`config.mk`:
```
export PLATFORM = sky130hd
export DESIGN_NAME = id_repeat_sequencer
export DESIGN_NICKNAME = d
export VERILOG_FILES = /design/src/rtl/id_repeat_sequencer.sv
export SDC_FILE = /design/constraint.sdc
export NUM_CORES = 1
export LEC_CHECK = 0
export ABC_CLOCK_PERIOD_IN_PS = 3400
export CAP_MARGIN = 20
export CORE_ASPECT_RATIO = 2
export CORE_UTILIZATION = 30
export DETAILED_ROUTE_END_ITERATION = 16
export RECOVER_POWER = 100
export REMOVE_ABC_BUFFERS = 1
export SKIP_CTS_REPAIR_TIMING = 1
export SYNTH_ARGS = -nofsm -noshare
export SYNTH_HDL_FRONTEND = slang
export SYNTH_SLANG_ARGS = --single-unit
```
`constraint.sdc`:
```
create_clock -name clk -period 3.4 [get_ports clk]
set_input_delay 0.68 -clock clk [delete_from_list [all_inputs] [get_ports clk]]
set_output_delay 0.68 -clock clk [all_outputs]
set_load 0.02 [all_outputs]
```
`src/rtl/id_repeat_sequencer.sv`:
```
// ID-stage repeat sequencer: a trigger instruction launches N repeat slots,
// each carrying its own destination register, slot index and remaining count.
module id_repeat_sequencer #(
   parameter int          DATA_W     = 32,
   parameter int          CNT_W      = 8,
   parameter int          REG_AW     = 4,
   parameter logic [3:0]  REP_OPCODE = 4'b0011,
   parameter int          AUTO_INC   = 1
) (
   input  logic              clk,
   input  logic              rst,
   input  logic              instr_valid,
   input  logic [3:0]        opcode,
   input  logic              hazard,
   input  logic              flush,
   input  logic [DATA_W-1:0] count_val,
   input  logic [REG_AW-1:0] dest_in,
   output logic              rep_active,
   output logic [REG_AW-1:0] rep_dest,
   output logic [CNT_W-1:0]  rep_remaining,
   output logic [CNT_W-1:0]  rep_index,
   output logic              rep_done,
   output logic              rep_sat
);

   localparam int CMP_W = (DATA_W > CNT_W) ? DATA_W : CNT_W;

   typedef enum logic {
      S_IDLE = 1'b0,
      S_RUN  = 1'b1
   } state_t;

   state_t              r_state;
   logic [REG_AW-1:0]   r_dest;
   logic [CNT_W-1:0]    r_rem;
   logic [CNT_W-1:0]    r_idx;
   logic                r_done;
   logic                r_sat;

   state_t              w_state_next;
   logic [REG_AW-1:0]   w_dest_next;
   logic [CNT_W-1:0]    w_rem_next;
   logic [CNT_W-1:0]    w_idx_next;
   logic                w_done_next;
   logic                w_sat_next;

   logic                w_trigger;
   logic [CMP_W-1:0]    w_cnt_ext;
   logic [CMP_W-1:0]    w_max_ext;
   logic                w_over;
   logic [CNT_W-1:0]    w_clipped;
   logic [REG_AW-1:0]   w_step_dest;

   // Flush and hazard are resolved in the next-state priority, so the
   // trigger term only needs the decode qualification.
   assign w_trigger   = instr_valid && (opcode == REP_OPCODE);
   assign w_cnt_ext   = CMP_W'(count_val);
   assign w_max_ext   = CMP_W'({CNT_W{1'b1}});
   assign w_over      = (w_cnt_ext > w_max_ext);
   assign w_clipped   = w_over ? {CNT_W{1'b1}} : w_cnt_ext[CNT_W-1:0];
   assign w_step_dest = (AUTO_INC != 0) ? (r_dest + REG_AW'(1)) : r_dest;

   always_comb begin
      w_state_next = r_state;
      w_dest_next  = r_dest;
      w_rem_next   = r_rem;
      w_idx_next   = r_idx;
      w_done_next  = 1'b0;
      w_sat_next   = r_sat;
      if (flush) begin
         w_state_next = S_IDLE;
         w_dest_next  = '0;
         w_rem_next   = '0;
         w_idx_next   = '0;
      end else if (!hazard) begin
         case (r_state)
            S_IDLE: begin
               if (w_trigger) begin
                  if (w_cnt_ext == '0) begin
                     w_done_next = 1'b1;
                     w_sat_next  = 1'b0;
                  end else begin
                     w_state_next = S_RUN;
                     w_dest_next  = dest_in;
                     w_rem_next   = w_clipped;
                     w_idx_next   = '0;
                     w_sat_next   = w_over;
                  end
               end
            end
            S_RUN: begin
               // The destination keeps stepping on the final edge as well.
               w_dest_next = w_step_dest;
               if (r_rem == CNT_W'(1)) begin
                  w_state_next = S_IDLE;
                  w_rem_next   = '0;
                  w_idx_next   = '0;
                  w_done_next  = 1'b1;
               end else begin
                  w_rem_next = r_rem - CNT_W'(1);
                  w_idx_next = r_idx + CNT_W'(1);
               end
            end
            default: w_state_next = S_IDLE;
         endcase
      end
   end

   always_ff @(posedge clk or negedge rst) begin
      if (!rst) begin
         r_state <= S_IDLE;
         r_dest  <= '0;
         r_rem   <= '0;
         r_idx   <= '0;
         r_done  <= 1'b0;
         r_sat   <= 1'b0;
      end else begin
         r_state <= w_state_next;
         r_dest  <= w_dest_next;
         r_rem   <= w_rem_next;
         r_idx   <= w_idx_next;
         r_done  <= w_done_next;
         r_sat   <= w_sat_next;
      end
   end

   assign rep_active    = (r_state == S_RUN);
   assign rep_dest      = r_dest;
   assign rep_remaining = r_rem;
   assign rep_index     = r_idx;
   assign rep_done      = r_done;
   assign rep_sat       = r_sat;

endmodule

```
-- After elaboration in Yosys (flattened, before gate mapping)
Index checks and enable logic that the tools add are counted.
- register bits after elaboration: 23
- input bits: 45
- output and inout port bits: 23
- word-level logic and storage cells: 53
- $add $sub $neg: 3
- order comparisons: 1
- equality and inequality tests: 5
- mux-type cells: 31
- bitwise operators: 3
- reduce and logical (&&, ||, !) cells: 4
- operators by type and width (cell ; count):
    $mux W8 ; 11
    $gt A32 B8 Y1 const B ; 1
    $logic_not A32 Y1 ; 1
    $pmux W8 S2 ; 2
    $mux W4 ; 4
    $mux W1 ; 11
    $add A8 B1 Y8 const B ; 1
    $eq A8 B1 Y1 const B ; 1
    $pmux W4 S2 ; 1
    $sub A8 B1 Y8 const B ; 1
    $ne A3 B3 Y1 const B ; 2
    $add A4 B1 Y4 const B ; 1
    $eq A4 B2 Y1 const B ; 1
    $pmux W1 S2 ; 2
    $reduce_and A4 Y1 ; 1
    $not A1 Y1 ; 3
    $reduce_and A3 Y1 ; 1
    $ne A2 B1 Y1 const B ; 1
    $logic_and A1 B1 Y1 ; 1

-- Logic depth before layout (Yosys ltp)
Gate-level depths: netlist (run 1).
- depth in word-level cells: 7
- mapped depth: 7
- gate-level depth less buffers: 7

-- Worst setup path before layout (run 1)
OpenSTA, ideal clock, no wires.
- path type: input-to-reg
- start: in count_val[6]
- end: reg r_rem[5], in the netlist rep_remaining[5]
- setup time: 0.125 ns
- arrival time: 2.452 ns
- required time: 3.275 ns
- setup slack: 0.823 ns
- cell stages on the path: 6
- buffers on the path: 1
- cells stage by stage: or4_1 or4_4 nor2_4 o31ai_2 buf_6 mux2_4
- word-level cells in the longest chain between the ends: 7
- elaborated cells between the ends (all ways): 10
- classes of those cells: order compare (1); eq/ne (1); mux (6); reduce/logical (2)
- ends and longest elaborated chain (element ; line ; source):
    start, declared ; 16 ; input logic [DATA_W-1:0] count_val,
    $gt A32 B8 Y1 ; 59 ; assign w_over = (w_cnt_ext > w_max_ext);
    $mux W8 ; 60 ; assign w_clipped = w_over ? {CNT_W{1'b1}} : w_cnt_ext[CNT_W-1:0];
    $mux W8 ; 79 ; if (w_cnt_ext == '0) begin
    $mux W8 ; 78 ; if (w_trigger) begin
    $pmux W8 S2 ; 76 ; case (r_state)
    $mux W8 ; 75 ; end else if (!hazard) begin
    $mux W8 ; 70 ; if (flush) begin
    end signal, assigned ; 120 ; r_rem <= w_rem_next;
    end, declared ; 35 ; logic [CNT_W-1:0] r_rem;
Parallel ways exist; a longest one is shown, timed or not. The select of a mux whose other input is x is not followed.
A chain may end at the register's enable or synchronous reset.

-- Worst setup path in the final report (run 1)
- start: in count_val[7]
- end: reg r_rem[7], in the netlist rep_remaining[7]
The elaborated chain is that of the path after synthesis.

==> summary.txt, run 1 <==
Clock network
  – CTS tree: done
  – Clock transition at the registers of the reported paths: 0.08 ns
  – Worst-Skew Late Latency: 0.26 ns
  – Clk root buf: clkbuf_8
  – H-tree depth: 1
  – CTS Buf Count: 3
  – Clock Path Buffers: 2
  – CTS sink cnt: 23

Min path
  – HP Start: rep_index[2]
  – Hold crit path type: reg -> reg

GRT
  – Global route hottest layer: met2
  – Largest net degree at the start of global routing: 24
  – Met3 usage: 0.893%
  – First-pass GRT wire length: 7.08 mm
  – All-Layer GR Usage: 17.7%
  – Vias in the first global route: 1490
  – Total gr overflow: 0
  – Antenna violations before repair: 0
  – Met1 Usage GRT: 21.2%
  – Grt met2 use: 31.9%

Critical path
  – Setup crit start: count_val[7]
  – Nature of the critical path startpoint: input pin
  – Cell family with most CP delay: simple AND/OR/NAND/NOR gates
  – Max incr delay on CP: 0.57 ns
  – Slowest-stage cell, CP: dlygate4sd3_1
  – Max FO, Critical Path: 8
  – Setup CP Type: in -> reg
  – Worst path buffer plus inverter count: 2
  – FF-to-FF Start: rep_remaining[5]
  – Critical Path Most Common Cell: or4_1
  – CP Capture Type: flip-flop
  – Crit-path cells: dlygate4sd3_1, or4_1, or4_1, nor2_1, o31ai_2, buf_4, mux2_1
  – Worst Path Required: 3.55 ns
  – Crit path DAT: 3.23 ns

STA
  – Setup Skew: 0.00563 ns
  – Relative slew margins: 14.7%
  – Period utilization: 90.3%
  – Hold Slack: 0.526 ns
  – Worst-margin pin slew: 1.28 ns
  – Pins Over Slew Limit: 0
  – Fmax: 326 MHz
  – # setup viols final: 0
  – Total negative setup slack: 0 ns
  – Hold Fails Final Rpt: 0
  – Final min period: 3.07 ns
  – Setup repair after global routing missed its margin: false

Logic synthesis
  – Seq/Total Area, Yosys: 38.3%
  – Top-area cell type share of the netlist area: 38.3%
  – Post-synth ARST share: 100%
  – Main flop type after synthesis: dfrtp_1
  – Post-Synthesis Cell Area: 0.00150 sq mm
  – EDFF count, synth: 0
  – Leading area contributor after synthesis: dfrtp_1
  – Largest cells by area after synthesis: dfrtp_1 (38%), mux2_2 (4.5%), a21oi_1 (4.3%)
  – Synth Register Bits: 23
  – Ys Warns: 0
  – Cell count after synthesis: 154
  – Synth unique cells: 42
  – Syn avg cell area: 9.75 sq um

Final layout
  – Final net count: 274
  – Synth-to-Final Area Change: 51.9%
  – Antenna cells: 0
  – Non-filler cells, final: 281
  – Final Cell Area: 0.00228 sq mm
  – Fill count: 489
  – Most frequent cells in the layout: clkdlybuf4s50_1 (41), dlygate4sd3_1 (26), dfrtp_1 (23)
  – Most common cell after layout, fill and taps aside: clkdlybuf4s50_1
  – Share of cells above drive strength 1: 8.93%

Drt
  – Via Count: 1518
  – Antenna viol nets, final: 0
  – Final Routed Wirelength: 4.37 mm
  – Router iterations before antenna repair: 4
  – Avg WL per Cell: 15.5 microns
  – Iter 0 DRT Violations: 27
  – Residual DRC count: 0
  – Vias/cell: 5.40

Die
  – Die X-Extent: 52.0 microns
  – Core ar.: 0.00482 sq mm
  – Die height: 102 microns
  – Starting Density: 31.2%
  – # IOs: 68
  – Die ar.: 0.00531 sq mm
  – Rows: 36

Job
  – MaxCap Viol Count: 0

Place
  – Final GP Congestion: 0.779
  – IO buf count: 67
  – Placed insts: 277
  – HPWL Detailed: 3.49 mm
  – Cell Area, Placed: 0.00225 sq mm

Pwr
  – Pwr Total: 656 uW
  – Pwr/cell area: 288 mW/mm^2
  – Static Leak: 0.000950 uW
  – Max VDD drop: 271 uV

Run status
  – Outcome: finished clean
==> path summary, 6_finish.rpt <==
kind                       cells past startpoint                to  slack, ns
max                                            7  rep_remaining[7]       0.33
min                                            1      rep_index[2]       0.53
max reg2reg                                    5  rep_remaining[7]       1.35
min reg2reg                                    1      rep_index[2]       0.53
max in group asynchronous                      2           rep_sat       1.43
min in group asynchronous                      2  rep_remaining[2]       1.22
==> metrics by stage <==
stage	setup WS, ns	utilization [%]
after global routing	0.237	47.3
after floorplan	0.837	-
after global placement	0.324	46.8
final	0.329	47.3
after detailed placement	0.307	46.8
after CTS	0.588	47.7
==> state kept, by name, indices dropped and copies added (netlist names) <==
register / cells
rep_sat: 1
rep_dest: 4
rep_index: 8
rep_done: 1
rep_remaining: 8
rep_active: 1
==> layer usage <==
| metal | vias up | routed length [microns] |
|---|---|---|
| li1 | 734 | - |
| met1 | 725 | 1690 |
| met2 | 51 | 2430 |
| met3 | 8 | 150 |
| met4 | 0 | 106 |
| met5 | - | 0 |
==> where the power goes <==
| part | total [uW] | internal (uW) | leakage (uW) | switching [uW] |
|---|---|---|---|---|
| registers | 312 | 289 | 0.000300 | 22.5 |
| logic | 176 | 102 | 0.000625 | 73.9 |
| clock network | 169 | 81.8 | 0.0000255 | 87.0 |
==> worst register-to-register path: cells and delay by family, from the launching register on <==
kind / cells / cell delay (ns)
flip-flops: 1 / 0.44
AO/OA/AOI/OAI: 2 / 0.40
multiplexers: 1 / 0.29
AND/OR/NAND/NOR: 2 / 0.82
==> Yosys cell counts, types with 5 or more instances <==
cell	count
o311a_1	5
dfrtp_1	23
mux2i_1	5
inv_1	6
nand2_1	7
or4_1	7
a21oi_1	13
mux2_2	6
nor2_1	7
nor4_1	6
nor3_1	5
==> layout make-up <==
type | instances | area, sq um | area share (%)
clock buffer | 3 | 41.3 | 1.81
timing repair buffer | 73 | 712 | 31.2
multi-input combinational | 118 | 853 | 37.4
clock inverter | 1 | 5.00 | 0.219
sequential | 23 | 576 | 25.2
tap | 57 | 71.3 | 3.13
inverter | 6 | 22.5 | 0.987
==> cell families after synthesis <==
| logic type | count (synthesis) | synth area share, % |
|---|---|---|
| compound gates | 40 | 19.7 |
| xor+xnor | 3 | 1.75 |
| fa+ha+maj | 4 | 3.33 |
| buf+inv | 13 | 3.83 |
| flops | 23 | 38.3 |
| mux | 14 | 10.8 |
| simple gates | 57 | 22.2 |
No activity file was read; power rests on OpenSTA's default activity.
==> run 2: changes to the inputs <==
ABC_CLOCK_PERIOD_IN_PS = 3000   (was 3400)
clock period = 3 ns   (was 3.4 ns; I/O delays follow)
==> summary.txt, run 2 (same netlist as run 1, synthesis figures left out) <==
Final layout
  – Seq. cell area: 576 sq um
  – Utilization after layout: 47.7%
  – Non-filler cells, final: 285
  – Footprint of the multi-input gates: 853 sq um
  – Antenna cells: 0
  – Most frequent cells in the layout: clkdlybuf4s50_1 (42), dlygate4sd3_1 (25), dfrtp_1 (23)
  – Synth-to-Final Area Change: 53.1%
  – Fill count: 489
  – Most common cell after layout, fill and taps aside: clkdlybuf4s50_1
  – Share of cells above drive strength 1: 8.33%
  – Final net count: 278

Critical path
  – Nature of the critical path startpoint: input pin
  – Max incr delay on CP: 0.62 ns
  – Critical Path Most Common Cell: or4_1
  – Crit path DAT: 2.98 ns
  – CP Capture Type: flip-flop
  – Max FO, Critical Path: 6
  – Crit-path cells: clkdlybuf4s50_1, or4_1, or4_1, nor2_4, o31ai_2, buf_4, mux2_1
  – Worst Path Required: 3.15 ns
  – Setup CP Type: in -> reg
  – Slowest-stage cell, CP: or4_1

Place
  – HPWL Detailed: 3.46 mm
  – IO buf count: 67
  – Final GP Congestion: 0.778
  – Placed insts: 280

STA
  – # setup viols final: 0
  – Pins Over Slew Limit: 0
  – Period utilization: 94.2%
  – Hold Fails Final Rpt: 0
  – Fmax: 354 MHz
  – Relative slew margins: 14.8%
  – Final min period: 2.83 ns
  – Setup Skew: 0.00373 ns
  – Setup repair after global routing missed its margin: false
  – Hold Slack: 0.506 ns
  – Worst-margin pin slew: 1.28 ns

Clock network
  – CTS sink cnt: 23
  – Clk root buf: clkbuf_8
  – CTS Buf Count: 3
  – Worst-Skew Late Latency: 0.26 ns
  – Clock transition at the registers of the reported paths: 0.08 ns
  – CTS tree: done
  – H-tree depth: 1
  – Clock Path Buffers: 2

GRT
  – All-Layer GR Usage: 17.4%
  – Largest net degree at the start of global routing: 24
  – Antenna violations before repair: 0
  – First-pass GRT wire length: 6.89 mm
  – Total gr overflow: 0
  – Vias in the first global route: 1535

Die
  – Die X-Extent: 52.0 microns
  – Die ar.: 0.00531 sq mm
  – Rows: 36
  – Core ar.: 0.00482 sq mm
  – Die height: 102 microns
  – Starting Density: 31.2%
  – # IOs: 68

Drt
  – Final Routed Wirelength: 4.37 mm
  – Vias/cell: 5.34
  – Router iterations before antenna repair: 4
  – Residual DRC count: 0
  – Avg WL per Cell: 15.3 microns
  – Antenna viol nets, final: 0
  – Iter 0 DRT Violations: 24
  – Via Count: 1521

Pwr
  – Max VDD drop: 236 uV
  – Static Leak: 0.000946 uW
  – Pwr/cell area: 322 mW/mm^2
  – Pwr Total: 740 uW

Run status
  – Outcome: finished clean

Job
  – MaxCap Viol Count: 0

Min path
  – Hold crit path type: reg -> reg
[run 2: changes by cell type in the layout (fill, tap and decap cells not counted), sizes merged]
cell           delta
buf               +1
clkbuf            +4
clkdlybuf4s50     +1
clkinv            -1
dlygate4sd3       -1
[run 2: worst max-delay path, delay by kind of cell]
| kind | cells | cell delay [ns] |
|---|---|---|
| compound gates | 1 | 0.13 |
| simple gates | 3 | 1.30 |
| buf+inv | 2 | 0.64 |
| mux | 1 | 0.31 |
[run 2: area by class of cell]
cell class                 count  area share (%)
inverter                       6           0.980
multi-input combinational    118            37.1
timing repair buffer          77            31.8
sequential                    23            25.0
tap                           57            3.10
clock buffer                   4            1.96
[run 2: worst paths after layout]
check | startpoint | to | slack (ns) | cells past startpoint
worst max-delay path | count_val[6] | rep_remaining[6] | 0.17 | 7
worst min-delay path | rep_sat | rep_sat | 0.51 | 1
worst max register to register | rep_remaining[1] | rep_remaining[7] | 0.93 | 7
worst min register to register | rep_sat | rep_sat | 0.51 | 1
max in group asynchronous | rst | rep_index[3] | 1.11 | 2
min in group asynchronous | rst | rep_sat | 1.13 | 2
[run 2: through the flow]
stage               area [sq um]  setup WS, ns  TNS (ns)
finish                      2300         0.174         0
global route                2300         0.112         0
CTS                         2320         0.271         0
detailed placement          2280       -0.0319   -0.0990
global placement            2280        0.0363         0
floorplan                   1470         0.517         0
[run 2: power breakdown]
part	internal, uW	total (uW)	switching [uW]
sequential	328	352	24.0
clock	94.8	191	96.6
combinational	113	197	83.6
[run 2: layer usage]
layer  part of all wire [%]  GRT usage, %
met5                      0             0
met2                     57          33.7
met4                    1.7          7.90
met3                    4.5          2.38
met1                     37          17.2
==> run 3: changes to the inputs <==
CAP_MARGIN = default   (was 20)
==> summary.txt, run 3 (same netlist as run 1, synthesis figures left out) <==
Run status
  – Outcome: finished clean

Critical path
  – Worst Path Required: 3.14 ns
  – Slowest-stage cell, CP: or4_1
  – CP Capture Type: flip-flop
  – Critical Path Most Common Cell: or4_1
  – Worst path buffer plus inverter count: 2
  – Nature of the critical path startpoint: input pin
  – Crit path DAT: 2.91 ns
  – Setup slack, reg-to-reg: 0.94 ns
  – Setup CP Type: in -> reg
  – Cell family with most CP delay: simple AND/OR/NAND/NOR gates
  – Max FO, Critical Path: 10
  – Crit-path cells: clkdlybuf4s50_1, or4_1, or4_1, nor2_4, o31ai_2, clkbuf_1, mux2i_1
  – Max incr delay on CP: 0.62 ns

STA
  – # setup viols final: 0
  – Fmax: 361 MHz
  – Total negative setup slack: 0 ns
  – Worst-margin pin slew: 1.28 ns
  – Setup repair after global routing missed its margin: false
  – Hold Fails Final Rpt: 0
  – Hold Slack: 0.506 ns
  – Period utilization: 92.4%
  – Final min period: 2.77 ns
  – Relative slew margins: 14.4%
  – Pins Over Slew Limit: 0
  – Setup Skew: 0.00410 ns

Final layout
  – Synth-to-Final Area Change: 52.6%
  – Antenna cells: 0
  – Footprint of the multi-input gates: 853 sq um
  – Final Cell Area: 0.00229 sq mm
  – Final net count: 277
  – Fill count: 488
  – Share of cells above drive strength 1: 9.25%
  – Most common cell after layout, fill and taps aside: clkdlybuf4s50_1
  – Seq. cell area: 576 sq um
  – Most frequent cells in the layout: clkdlybuf4s50_1 (42), dlygate4sd3_1 (25), dfrtp_1 (23)

Clock network
  – H-tree depth: 1
  – Clock transition at the registers of the reported paths: 0.08 ns
  – CTS tree: done
  – Clk root buf: clkbuf_8
  – CTS Buf Count: 3
  – Clock Path Buffers: 2
  – CTS sink cnt: 23
  – Worst-Skew Late Latency: 0.26 ns

Die
  – Core ar.: 0.00482 sq mm
  – Starting Density: 31.2%
  – Die X-Extent: 52.0 microns
  – # IOs: 68
  – Die ar.: 0.00531 sq mm
  – Die height: 102 microns
  – Rows: 36

Place
  – HPWL Detailed: 3.46 mm
  – Cell Area, Placed: 0.00228 sq mm
  – IO buf count: 67
  – Final GP Congestion: 0.778

Drt
  – Via Count: 1517
  – Router iterations before antenna repair: 4
  – Avg WL per Cell: 15.2 microns
  – Residual DRC count: 0
  – Iter 0 DRT Violations: 27
  – Vias/cell: 5.34
  – Final Routed Wirelength: 4.33 mm
  – Antenna viol nets, final: 0

GRT
  – All-Layer GR Usage: 17.4%
  – Largest net degree at the start of global routing: 24
  – Total gr overflow: 0
  – First-pass GRT wire length: 6.89 mm
  – Vias in the first global route: 1535
  – Antenna violations before repair: 0

Pwr
  – Pwr/cell area: 323 mW/mm^2
  – Max VDD drop: 236 uV
  – Static Leak: 0.000941 uW

Min path
  – Hold crit path type: reg -> reg

Job
  – MaxCap Viol Count: 0
[run 3: final timing paths]
kind,endpoint,cells after the start,start
worst max-delay path,rep_index[1],7,count_val[6]
worst min-delay path,rep_sat,1,rep_sat
worst max register to register,rep_remaining[3],7,rep_remaining[1]
worst min register to register,rep_sat,1,rep_sat
max in group asynchronous,rep_done,2,rst
min in group asynchronous,rep_sat,2,rst
[run 3: per-stage QoR]
step	std cells	worst slack, ns	total power [uW]	utilization (%)
6_report	284	0.229	739	47.5
3_5_place_dp	280	-0.0319	571	47.2
3_3_place_gp	280	0.0363	569	47.2
4_1_cts	284	0.271	766	48.2
2_1_floorplan	147	0.517	440	-
5_1_grt	284	0.118	776	47.5
[run 3: final cells by class]
cell class                      instances  area share [%]
Inverter                                6           0.983
Timing Repair Buffer                   76            31.6
Multi-Input combinational cell        118            37.2
Tap cell                               57            3.11
Clock buffer                            4            1.97
Sequential cell                        23            25.1
[run 3: routing by layer]
| layer | part of all wire (%) | wire (microns) | track usage, % |
|---|---|---|---|
| met1 | 37 | 1590 | 17.2 |
| met2 | 57 | 2480 | 33.7 |
| met3 | 4.3 | 184 | 2.38 |
| met4 | 1.7 | 74 | 7.90 |
| met5 | 0 | 0 | 0 |
[run 3: report_power, final]
part	internal, uW	switching (uW)	total, uW
Clock	94.8	96.2	191
Sequential	328	24.1	352
Combinational	113	83.3	197
Total	536	204	739
